[config.mk]
export PLATFORM = sky130hd
export DESIGN_NAME = pc_sequencer
export DESIGN_NICKNAME = d
export VERILOG_FILES = /design/src/rtl/pc_pkg.sv /design/src/rtl/pc_next_sel.sv /design/src/rtl/pc_sequencer.sv
export SDC_FILE = /design/constraint.sdc
export NUM_CORES = 1
export LEC_CHECK = 0
export BUFFER_PORTS_ARGS = -buffer_cell sky130_fd_sc_hd__buf_2
export CORE_MARGIN = 8
export CORE_UTILIZATION = 50
export DETAILED_ROUTE_END_ITERATION = 6
export PLACE_DENSITY = 0.81
export SLEW_MARGIN = 20
export SYNTH_ARGS = -nofsm -noshare
export SYNTH_HDL_FRONTEND = slang
export SYNTH_SLANG_ARGS = --single-unit
[constraint.sdc]
create_clock -name clk -period 2.8 [get_ports clk]
set_input_delay 0.14 -clock clk [delete_from_list [all_inputs] [get_ports clk]]
set_output_delay 0.14 -clock clk [all_outputs]
set_load 0.01 [all_outputs]
[src/rtl/pc_pkg.sv]
// Shared types and defaults for the fetch PC sequencer.
// Latency: n/a (types, constants and a compile-time helper only).
// Backpressure: n/a.
//
// Contents:
//   pc_state_e         - sequencer FSM state; its encoding is visible on state_o
//   PC_*_DEF           - default reset/trap vectors and instruction size
//   instr_lsb()        - number of PC low bits that must be zero for an aligned PC
package pc_pkg;

    typedef enum logic [1:0] {
        BOOT   = 2'd0,
        RUN    = 2'd1,
        HALTED = 2'd2
    } pc_state_e;

    localparam logic [31:0] PC_RESET_VECTOR_DEF = 32'h0000_0000;
    localparam logic [31:0] PC_TRAP_VECTOR_DEF  = 32'h0000_0004;
    localparam int          PC_INSTR_BYTES_DEF  = 4;

    // INSTR_BYTES is a power of two >= 2, so the result is always >= 1.
    function automatic int instr_lsb(input int instr_bytes);
        return $clog2(instr_bytes);
    endfunction

endpackage

[src/rtl/pc_next_sel.sv]
// Next-PC priority mux: trap > redirect > sequential increment > hold.
// Latency: purely combinational, zero cycles.
// Backpressure: the increment is taken only in RUN with pc_ready set; otherwise the PC holds.
//
// Ports:
//   state, pc                    - current FSM state and registered PC
//   trap, redirect, redirect_pc  - control requests and the redirect target
//   pc_ready                     - fetch accepted the current PC
//   pc_next, pc_plus             - selected next PC and pc + INSTR_BYTES
//   misalign_hit                 - present only with PC_ALIGN_CHECK_EN
// Optional feature macro: PC_ALIGN_CHECK_EN (misaligned redirect diverts to the trap vector).
module pc_next_sel
    import pc_pkg::*;
#(
    parameter int                    DATA_WIDTH  = 32,
    parameter logic [DATA_WIDTH-1:0] TRAP_VECTOR = PC_TRAP_VECTOR_DEF,
    parameter int                    INSTR_BYTES = PC_INSTR_BYTES_DEF
) (
    input  pc_state_e             state,
    input  logic [DATA_WIDTH-1:0] pc,
    input  logic                  trap,
    input  logic                  redirect,
    input  logic [DATA_WIDTH-1:0] redirect_pc,
    input  logic                  pc_ready,
    output logic [DATA_WIDTH-1:0] pc_next,
    output logic [DATA_WIDTH-1:0] pc_plus
`ifdef PC_ALIGN_CHECK_EN
    ,
    output logic                  misalign_hit
`endif
);

`ifdef PC_ALIGN_CHECK_EN
    localparam int LSB = instr_lsb(INSTR_BYTES);
    logic misaligned;
    assign misaligned = |redirect_pc[LSB-1:0];
`endif

    // Wraps modulo 2^DATA_WIDTH by construction of the sized add.
    assign pc_plus = pc + DATA_WIDTH'(INSTR_BYTES);

    always_comb begin
        pc_next = pc;
`ifdef PC_ALIGN_CHECK_EN
        misalign_hit = 1'b0;
`endif
        // BOOT ignores every control input; HALTED honours trap/redirect
        // but never advances, since nothing is being offered to fetch.
        if (state != BOOT) begin
            if (trap) begin
                pc_next = TRAP_VECTOR;
            end else if (redirect) begin
`ifdef PC_ALIGN_CHECK_EN
                if (misaligned) begin
                    pc_next      = TRAP_VECTOR;
                    misalign_hit = 1'b1;
                end else begin
                    pc_next = redirect_pc;
                end
`else
                pc_next = redirect_pc;
`endif
            end else if (state == RUN && pc_ready) begin
                pc_next = pc_plus;
            end
        end
    end

endmodule

[src/rtl/pc_sequencer.sv]
// Owns the architectural fetch PC and offers it to fetch with a valid/ready handshake.
// Latency: PC and valid are registered; control inputs take effect on the next clock edge.
// Backpressure: while valid and not ready, the PC holds unless a trap or redirect flushes it.
//
// Ports:
//   clk, rst                          - clock; synchronous active-high reset
//   trap_i, redirect_i, redirect_pc_i - trap request, branch/jump redirect and its target
//   halt_i, resume_i                  - enter / leave HALTED
//   pc_ready_i                        - fetch accepts pc_o this cycle
//   pc_o, pc_valid_o, pc_plus_o       - registered PC, fetch request, pc_o + INSTR_BYTES
//   state_o                           - FSM state (BOOT=0, RUN=1, HALTED=2)
//   misalign_o                        - one-cycle pulse after a misaligned redirect
//                                       (present only with PC_ALIGN_CHECK_EN)
// Optional feature macro: PC_ALIGN_CHECK_EN.
module pc_sequencer
    import pc_pkg::*;
#(
    parameter int                    DATA_WIDTH   = 32,
    parameter logic [DATA_WIDTH-1:0] RESET_VECTOR = PC_RESET_VECTOR_DEF,
    parameter logic [DATA_WIDTH-1:0] TRAP_VECTOR  = PC_TRAP_VECTOR_DEF,
    parameter int                    INSTR_BYTES  = PC_INSTR_BYTES_DEF
) (
    input  logic                  clk,
    input  logic                  rst,
    input  logic                  trap_i,
    input  logic                  redirect_i,
    input  logic [DATA_WIDTH-1:0] redirect_pc_i,
    input  logic                  halt_i,
    input  logic                  resume_i,
    input  logic                  pc_ready_i,
    output logic [DATA_WIDTH-1:0] pc_o,
    output logic                  pc_valid_o,
    output logic [DATA_WIDTH-1:0] pc_plus_o,
    output logic [1:0]            state_o
`ifdef PC_ALIGN_CHECK_EN
    ,
    output logic                  misalign_o
`endif
);

    pc_state_e             state_q, state_d;
    logic [DATA_WIDTH-1:0] pc_q, pc_next;

`ifdef PC_ALIGN_CHECK_EN
    logic misalign_hit;
`endif

    pc_next_sel #(
        .DATA_WIDTH (DATA_WIDTH),
        .TRAP_VECTOR(TRAP_VECTOR),
        .INSTR_BYTES(INSTR_BYTES)
    ) u_next_sel (
        .state      (state_q),
        .pc         (pc_q),
        .trap       (trap_i),
        .redirect   (redirect_i),
        .redirect_pc(redirect_pc_i),
        .pc_ready   (pc_ready_i),
        .pc_next    (pc_next),
        .pc_plus    (pc_plus_o)
`ifdef PC_ALIGN_CHECK_EN
        ,
        .misalign_hit(misalign_hit)
`endif
    );

    // State and PC registers.
    always_ff @(posedge clk) begin
        if (rst) begin
            state_q <= BOOT;
            pc_q    <= RESET_VECTOR;
        end else begin
            state_q <= state_d;
            pc_q    <= pc_next;
        end
    end

`ifdef PC_ALIGN_CHECK_EN
    always_ff @(posedge clk) begin
        if (rst) begin
            misalign_o <= 1'b0;
        end else begin
            misalign_o <= misalign_hit;
        end
    end
`endif

    // Next-state logic. A halt in RUN still lets that cycle's PC update land;
    // in HALTED a trap restarts fetch at the trap vector, and resume beats halt.
    always_comb begin
        state_d = state_q;
        unique case (state_q)
            BOOT:    state_d = RUN;
            RUN:     if (halt_i) state_d = HALTED;
            HALTED:  if (trap_i || resume_i) state_d = RUN;
            default: state_d = BOOT;
        endcase
    end

    // Outputs decode registered state only, so valid has no input-to-output path.
    always_comb begin
        pc_valid_o = (state_q == RUN);
        state_o    = state_q;
        pc_o       = pc_q;
    end

endmodule
==> results_dict.tcl, run 1 <==
set metrics [dict create \
    status "finished clean" \
    viasPerCell 5.96 \
    die_area_mm2 0.00709 \
    yosys.area.top_type "dfxtp_1" \
    grt_max_degree 45 \
    cts_resized 0 \
    grt-busiest-layer "met2" \
    drtPass1Iterations 5 \
    synth_nets 343 \
    relSlewSlack_pct 45.6 \
    wl_per_cell_um 17.0 \
    coreArea_mm2 0.00460 \
    power.ir.vdd_worst_uv 256 \
    dr.first_iter.drc_count 311 \
    ys.flop_type "dfxtp_1" \
    reg2reg_slack_ps 680 \
    synth_top_family_by_area "simple AND/OR/NAND/NOR gates" \
    avgSynthCellArea_um2 7.68 \
    ant_nets 0 \
    cp_data_arrival_time_ps 2290 \
    final_area_mm2 0.00298 \
    min_path_type "in -> reg" \
    cts_root_buf "clkbuf_8" \
    mostFrequentLayoutCells "buf_2 (105), dfxtp_1 (34), nor2_1 (32)" \
    maxSlewViolCount 0 \
    crit_start "pc_o[12]" \
    endpoint "pc_plus_o[30]" \
    cts_buffers 5 \
    gp_congestion 0.831 \
    syn_area_mm2 0.00233 \
    worstSetupEndpointType "output port" \
    tritoncts "yes" \
    post_cts.repair.setup_buffers 0 \
    grt_usage_pct 20.6 \
    cts_sinks 34 \
    yosysUniqueCellTypes 47 \
    r2r-end "pc_o[26]" \
    cts_hold_buffers 0 \
    final_nets 440 \
    overflow 0 \
    synth_compound_area_share_pct 25.2 \
    synthXorXnorAreaFrac_pct 10.9 \
    critPathKind "reg -> out" \
    muxShareOfSynthArea_pct 0.860 \
    antenna_cells 0 \
    initial_core_util_pct 50.6 \
    hold_violations 0 \
    yosysWarnings 0 \
    ys_async_sr_fraction_pct 0 \
    cp-start-kind "flop" \
    finalCriticalPeriod_ps 2430 \
    synthCells 303 \
    die_w_um 84.2 \
    grt_pass1_vias 2578 \
    gr-usage-met1_pct 25.4 \
    p_leak_nw 1.40 \
    synth_top_area_share_pct 29.2 \
    synth-simple-area-share_pct 28.3 \
    drc 0 \
    wl_um 7730 \
    setup_tns_ps 0 \
    hold_depth 3 \
    synthAdderAreaFrac_pct 0.538 \
    drive_above_1_share_pct 31.9 \
    final_common_cell "buf_2" \
    clk_pin_slew_ps 80 \
    post-route-period-util_pct 86.9 \
    critPathRequiredTime_ps 2660 \
    skew_ps 6.25 \
    setup_viol 0 \
    rsz0062_at_grt "no" \
    clock.fmax_mhz 411 \
    maxCapViolations 0 \
    crit_fanout 8 \
    grt_pass1_wl_um 12400 \
    cts_buffer_depth 2 \
    io_pins 106 \
    synth_edf_count 0 \
    met3_usage_pct 8.13 \
    ys_ff_latch 34 \
    power_per_cell_area_mw_per_mm2 398 \
    port_buffers 105 \
    post-route-util_pct 64.8 \
    antenna_found_initial 0 \
    worst_slew_pin_slew_ps 810 \
    die_h_um 84.2 \
    via_count 2710 \
    num_rows 25 \
    synthTopCellsByArea "dfxtp_1 (29%), xor2_1 (5.3%), nor2_1 (5.2%), o21ai_0 (4.9%), xnor2_1 (4.9%)" \
    cts_max_level 2 \
    use_met2_pct 32.5 \
    clock_latency_ps 290 \
    reg2reg_depth 5 \
    r2r-start "pc_o[12]" \
    hpwlAfterDp_um 5850 \
    placed_area_mm2 0.00287 \
    fin_ws_ps 366 \
    ys_seq_area_share_pct 29.2 \
    area_growth_pct 28.0 \
    post-place-ws_ps 677 \
]
critical path, cell delays in order (launching register included):
cell and delay [ps]:
dfxtp_1 510, nand4_4 190, or4_4 620, nor4_4 370, xor2_2 170, buf_2 150
Yosys cell counts, types with 2 or more instances:
cell type and count:
a211oi_1 2, a21oi_1 20, a22o_1 2, a22oi_1 12, and3_1 6, and4_1 3
buf_2 6, buf_4 2, clkbuf_1 11, dfxtp_1 34, inv_1 6, mux2i_1 2
nand2_1 18, nand3_1 12, nand4_1 10, nor2_1 32, nor2b_1 6, nor3_1 11
nor4_1 9, o21a_1 5, o21ai_0 23, o22ai_1 4, o2bb2ai_1 12, o31a_1 4
or2_2 4, xnor2_1 13, xor2_1 14
state kept, by name, indices dropped and copies added (netlist names):
register,count
state_o,2
pc_o,32
metrics by stage:
| stage | instances | hold WS, ps | power, mW |
|---|---|---|---|
| 2_1_floorplan | 303 | 294 | 0.662 |
| 3_3_place_gp | 447 | 391 | 0.751 |
| 3_5_place_dp | 447 | 403 | 0.756 |
| 4_1_cts | 455 | 107 | 1.18 |
| 5_1_grt | 455 | 107 | 1.23 |
| 6_report | 455 | 101 | 1.19 |
routing by layer:
| layer | wire length [µm] | up-vias |
|---|---|---|
| met5 | 0 | - |
| met4 | 86 | 0 |
| met3 | 865 | 11 |
| met2 | 3400 | 133 |
| met1 | 3380 | 1260 |
| li1 | - | 1306 |
report_power, final:
part	switching, mW	internal, mW
combinational	0.124	0.0916
sequential	0.0300	0.501
clock	0.192	0.249
total	0.345	0.841
kinds of logic after synthesis:
| kind of cell | Yosys count |
|---|---|
| adders and majority gates | 1 |
| DFF | 34 |
| and+or+nand+nor | 121 |
| muxes | 2 |
| buffers and inverters | 27 |
| AOI/OAI and AO/OA | 90 |
| xor gates and xnor gates | 28 |
area by class of cell:
class | instances | area, µm²
fillers | 415 | 1620
multi-input cells | 242 | 1530
flip-flops and latches | 34 | 681
repair buffers | 110 | 563
clock buffers | 8 | 110
well taps | 54 | 67.6
inverters | 7 | 26.3
how the worst min path moves through the flow:
| stage | end | from | slack, ps |
|---|---|---|---|
| floorplan | pc_o[11] | pc_ready_i | 290 |
| global placement | pc_o[0] | redirect_pc_i[0] | 390 |
| detailed placement | pc_o[1] | redirect_pc_i[1] | 400 |
| CTS | pc_o[0] | redirect_pc_i[0] | 110 |
| global route | pc_o[0] | redirect_pc_i[0] | 110 |
| finish | pc_o[0] | redirect_pc_i[0] | 100 |
(Power assumes the default switching activity.)
==> run 2, diff against run 1 <==
--- a/config.mk
+++ b/config.mk
@@ -7,9 +7,9 @@
 export LEC_CHECK = 0
 export BUFFER_PORTS_ARGS = -buffer_cell sky130_fd_sc_hd__buf_2
 export CORE_MARGIN = 8
-export CORE_UTILIZATION = 50
+export CORE_UTILIZATION = 47
 export DETAILED_ROUTE_END_ITERATION = 6
-export PLACE_DENSITY = 0.81
+export PLACE_DENSITY = 0.77
 export SLEW_MARGIN = 20
 export SYNTH_ARGS = -nofsm -noshare
 export SYNTH_HDL_FRONTEND = slang
==> constraint.sdc (replaced) <==
create_clock -name clk -period 2.75 [get_ports clk]
set_input_delay 0.1375 -clock clk [delete_from_list [all_inputs] [get_ports clk]]
set_output_delay 0.1375 -clock clk [all_outputs]
set_load 0.01 [all_outputs]
==> run 2 against run 1 <==
Effect of this change: sequential power rose by 2%; global-route usage fell by 0.16 points; clock skew barely moved; die area rose by 5.1%; final area barely moved; largest cell class unchanged; critical path depth did not move; final cell count rose by 3.1%; combinational power rose by 4%; setup slack got worse by 64 ps; hold slack got worse by 1.4 ps; non-clock buffer count rose by 2.
==> results_dict.tcl, run 2 (synthesized netlist as in run 1, its figures left out) <==
set metrics [dict create \
    cts_buffers 5 \
    drc 0 \
    multi_input_area_mm2 0.00153 \
    worstSetupEndpointType "output port" \
    rsz0062_at_grt "no" \
    post-route-util_pct 62.6 \
    placed_area_mm2 0.00290 \
    antenna_cells 0 \
    overflow 0 \
    post_cts.repair.setup_buffers 0 \
    critPathTopFamily "simple AND/OR/NAND/NOR gates" \
    viasPerCell 5.81 \
    p_leak_nw 1.39 \
    cp-start-kind "flop" \
    tritoncts "yes" \
    num_rows 25 \
    power.ir.vdd_worst_uv 206 \
    maxCapViolations 0 \
    final_nets 442 \
    drive_above_1_share_pct 31.6 \
    worst_slew_pin_slew_ps 814 \
    cpPeakStageDelay_ps 600 \
    critPathBufInv 1 \
    wl_per_cell_um 16.8 \
    largest_reg_flops 32 \
    die_h_um 86.4 \
    drtPass1Iterations 6 \
    via_count 2727 \
    hold_violations 0 \
    fill_cells 498 \
    crit_fanout 9 \
    cts_resized 0 \
    mostFrequentLayoutCells "buf_2 (105), dfxtp_1 (34), nor2_1 (32)" \
    initial_core_util_pct 48.9 \
    ant_nets 0 \
    setup_viol 0 \
    io_pins 106 \
    final_area_mm2 0.00298 \
    cts_sinks 34 \
    path_cells "nand4_1 > or4_4 > nor3_1 > xor2_1 > buf_2" \
    grt_max_degree 46 \
    wl_um 7900 \
    grt_usage_pct 20.4 \
    min_path_type "in -> reg" \
    setup_tns_ps 0 \
    status "finished clean" \
    maxSlewViolCount 0 \
    die_area_mm2 0.00746 \
    relSlewSlack_pct 45.3 \
    clk_pin_slew_ps 70 \
    cts_buffer_depth 2 \
    final_common_cell "buf_2" \
    clock.fmax_mhz 408 \
    post-place-ws_ps 633 \
    skew_ps 6.36 \
    grt_pass1_vias 2536 \
    antenna_found_initial 0 \
    area_growth_pct 27.8 \
    grt_pass1_wl_um 12400 \
    post-route-period-util_pct 89.0 \
    power_per_cell_area_mw_per_mm2 376 \
    dr.first_iter.drc_count 237 \
    hpwlAfterDp_um 6030 \
    cts_hold_buffers 0 \
    fin_ws_ps 302 \
    die_w_um 86.4 \
    final-seq-area_um2 681 \
    cts_root_buf "clkbuf_8" \
    critPathRequiredTime_ps 2610 \
    cp_data_arrival_time_ps 2310 \
    gp_congestion 0.840 \
    clock_latency_ps 290 \
    coreArea_mm2 0.00475 \
    finalCriticalPeriod_ps 2450 \
    port_buffers 105 \
    cts_max_level 2 \
    critPathKind "reg -> out" \
    slowest_stage "or4_4" \
    whs_ps 99.3 \
]
run 2: cell count changes in the layout (fill, tap and decap cells not counted):
cell      change
clkbuf_1      +2
buf_4         +2
clkbuf_8      -3
run 2: through the flow:
| stage | total power, mW | cells |
|---|---|---|
| 2_1_floorplan | 0.674 | 303 |
| 3_5_place_dp | 0.774 | 462 |
| 5_1_grt | 1.17 | 469 |
| 3_3_place_gp | 0.770 | 462 |
| 4_1_cts | 1.13 | 469 |
| 6_report | 1.12 | 469 |
run 2: area by class of cell:
cell class	instances	area share, %
tap	67	2.82
inverter	7	0.883
timing repair buffer	112	19.4
sequential	34	22.9
clock buffer	7	2.57
multi-input combinational	242	51.4
run 2: worst paths after layout:
check        cells past startpoint  slack, ps        startpoint             to
max reg2reg                      5        600           pc_o[6]       pc_o[26]
min                              3        100  redirect_pc_i[1]        pc_o[1]
max                              5        300           pc_o[6]  pc_plus_o[21]
min reg2reg                      2        520           pc_o[1]        pc_o[1]
run 2: where the power goes:
group | internal (mW) | switching (mW)
registers | 0.510 | 0.0302
clock network | 0.174 | 0.180
logic | 0.0967 | 0.127
run 2: worst register-to-register path: cells and delay by family (launching register included):
kind	cells	cell delay, ps
simple gates	3	1210
flops	1	480
compound gates	2	350
run 2: routing by layer:
layer  up-vias  GRT usage (%)  part of all wire [%]
li1       1326              -                     -
met1      1268           25.4                    44
met2       117           32.4                    46
met3        16           6.99                   8.4
met4         0           6.10                   1.7
met5         -              0                     0
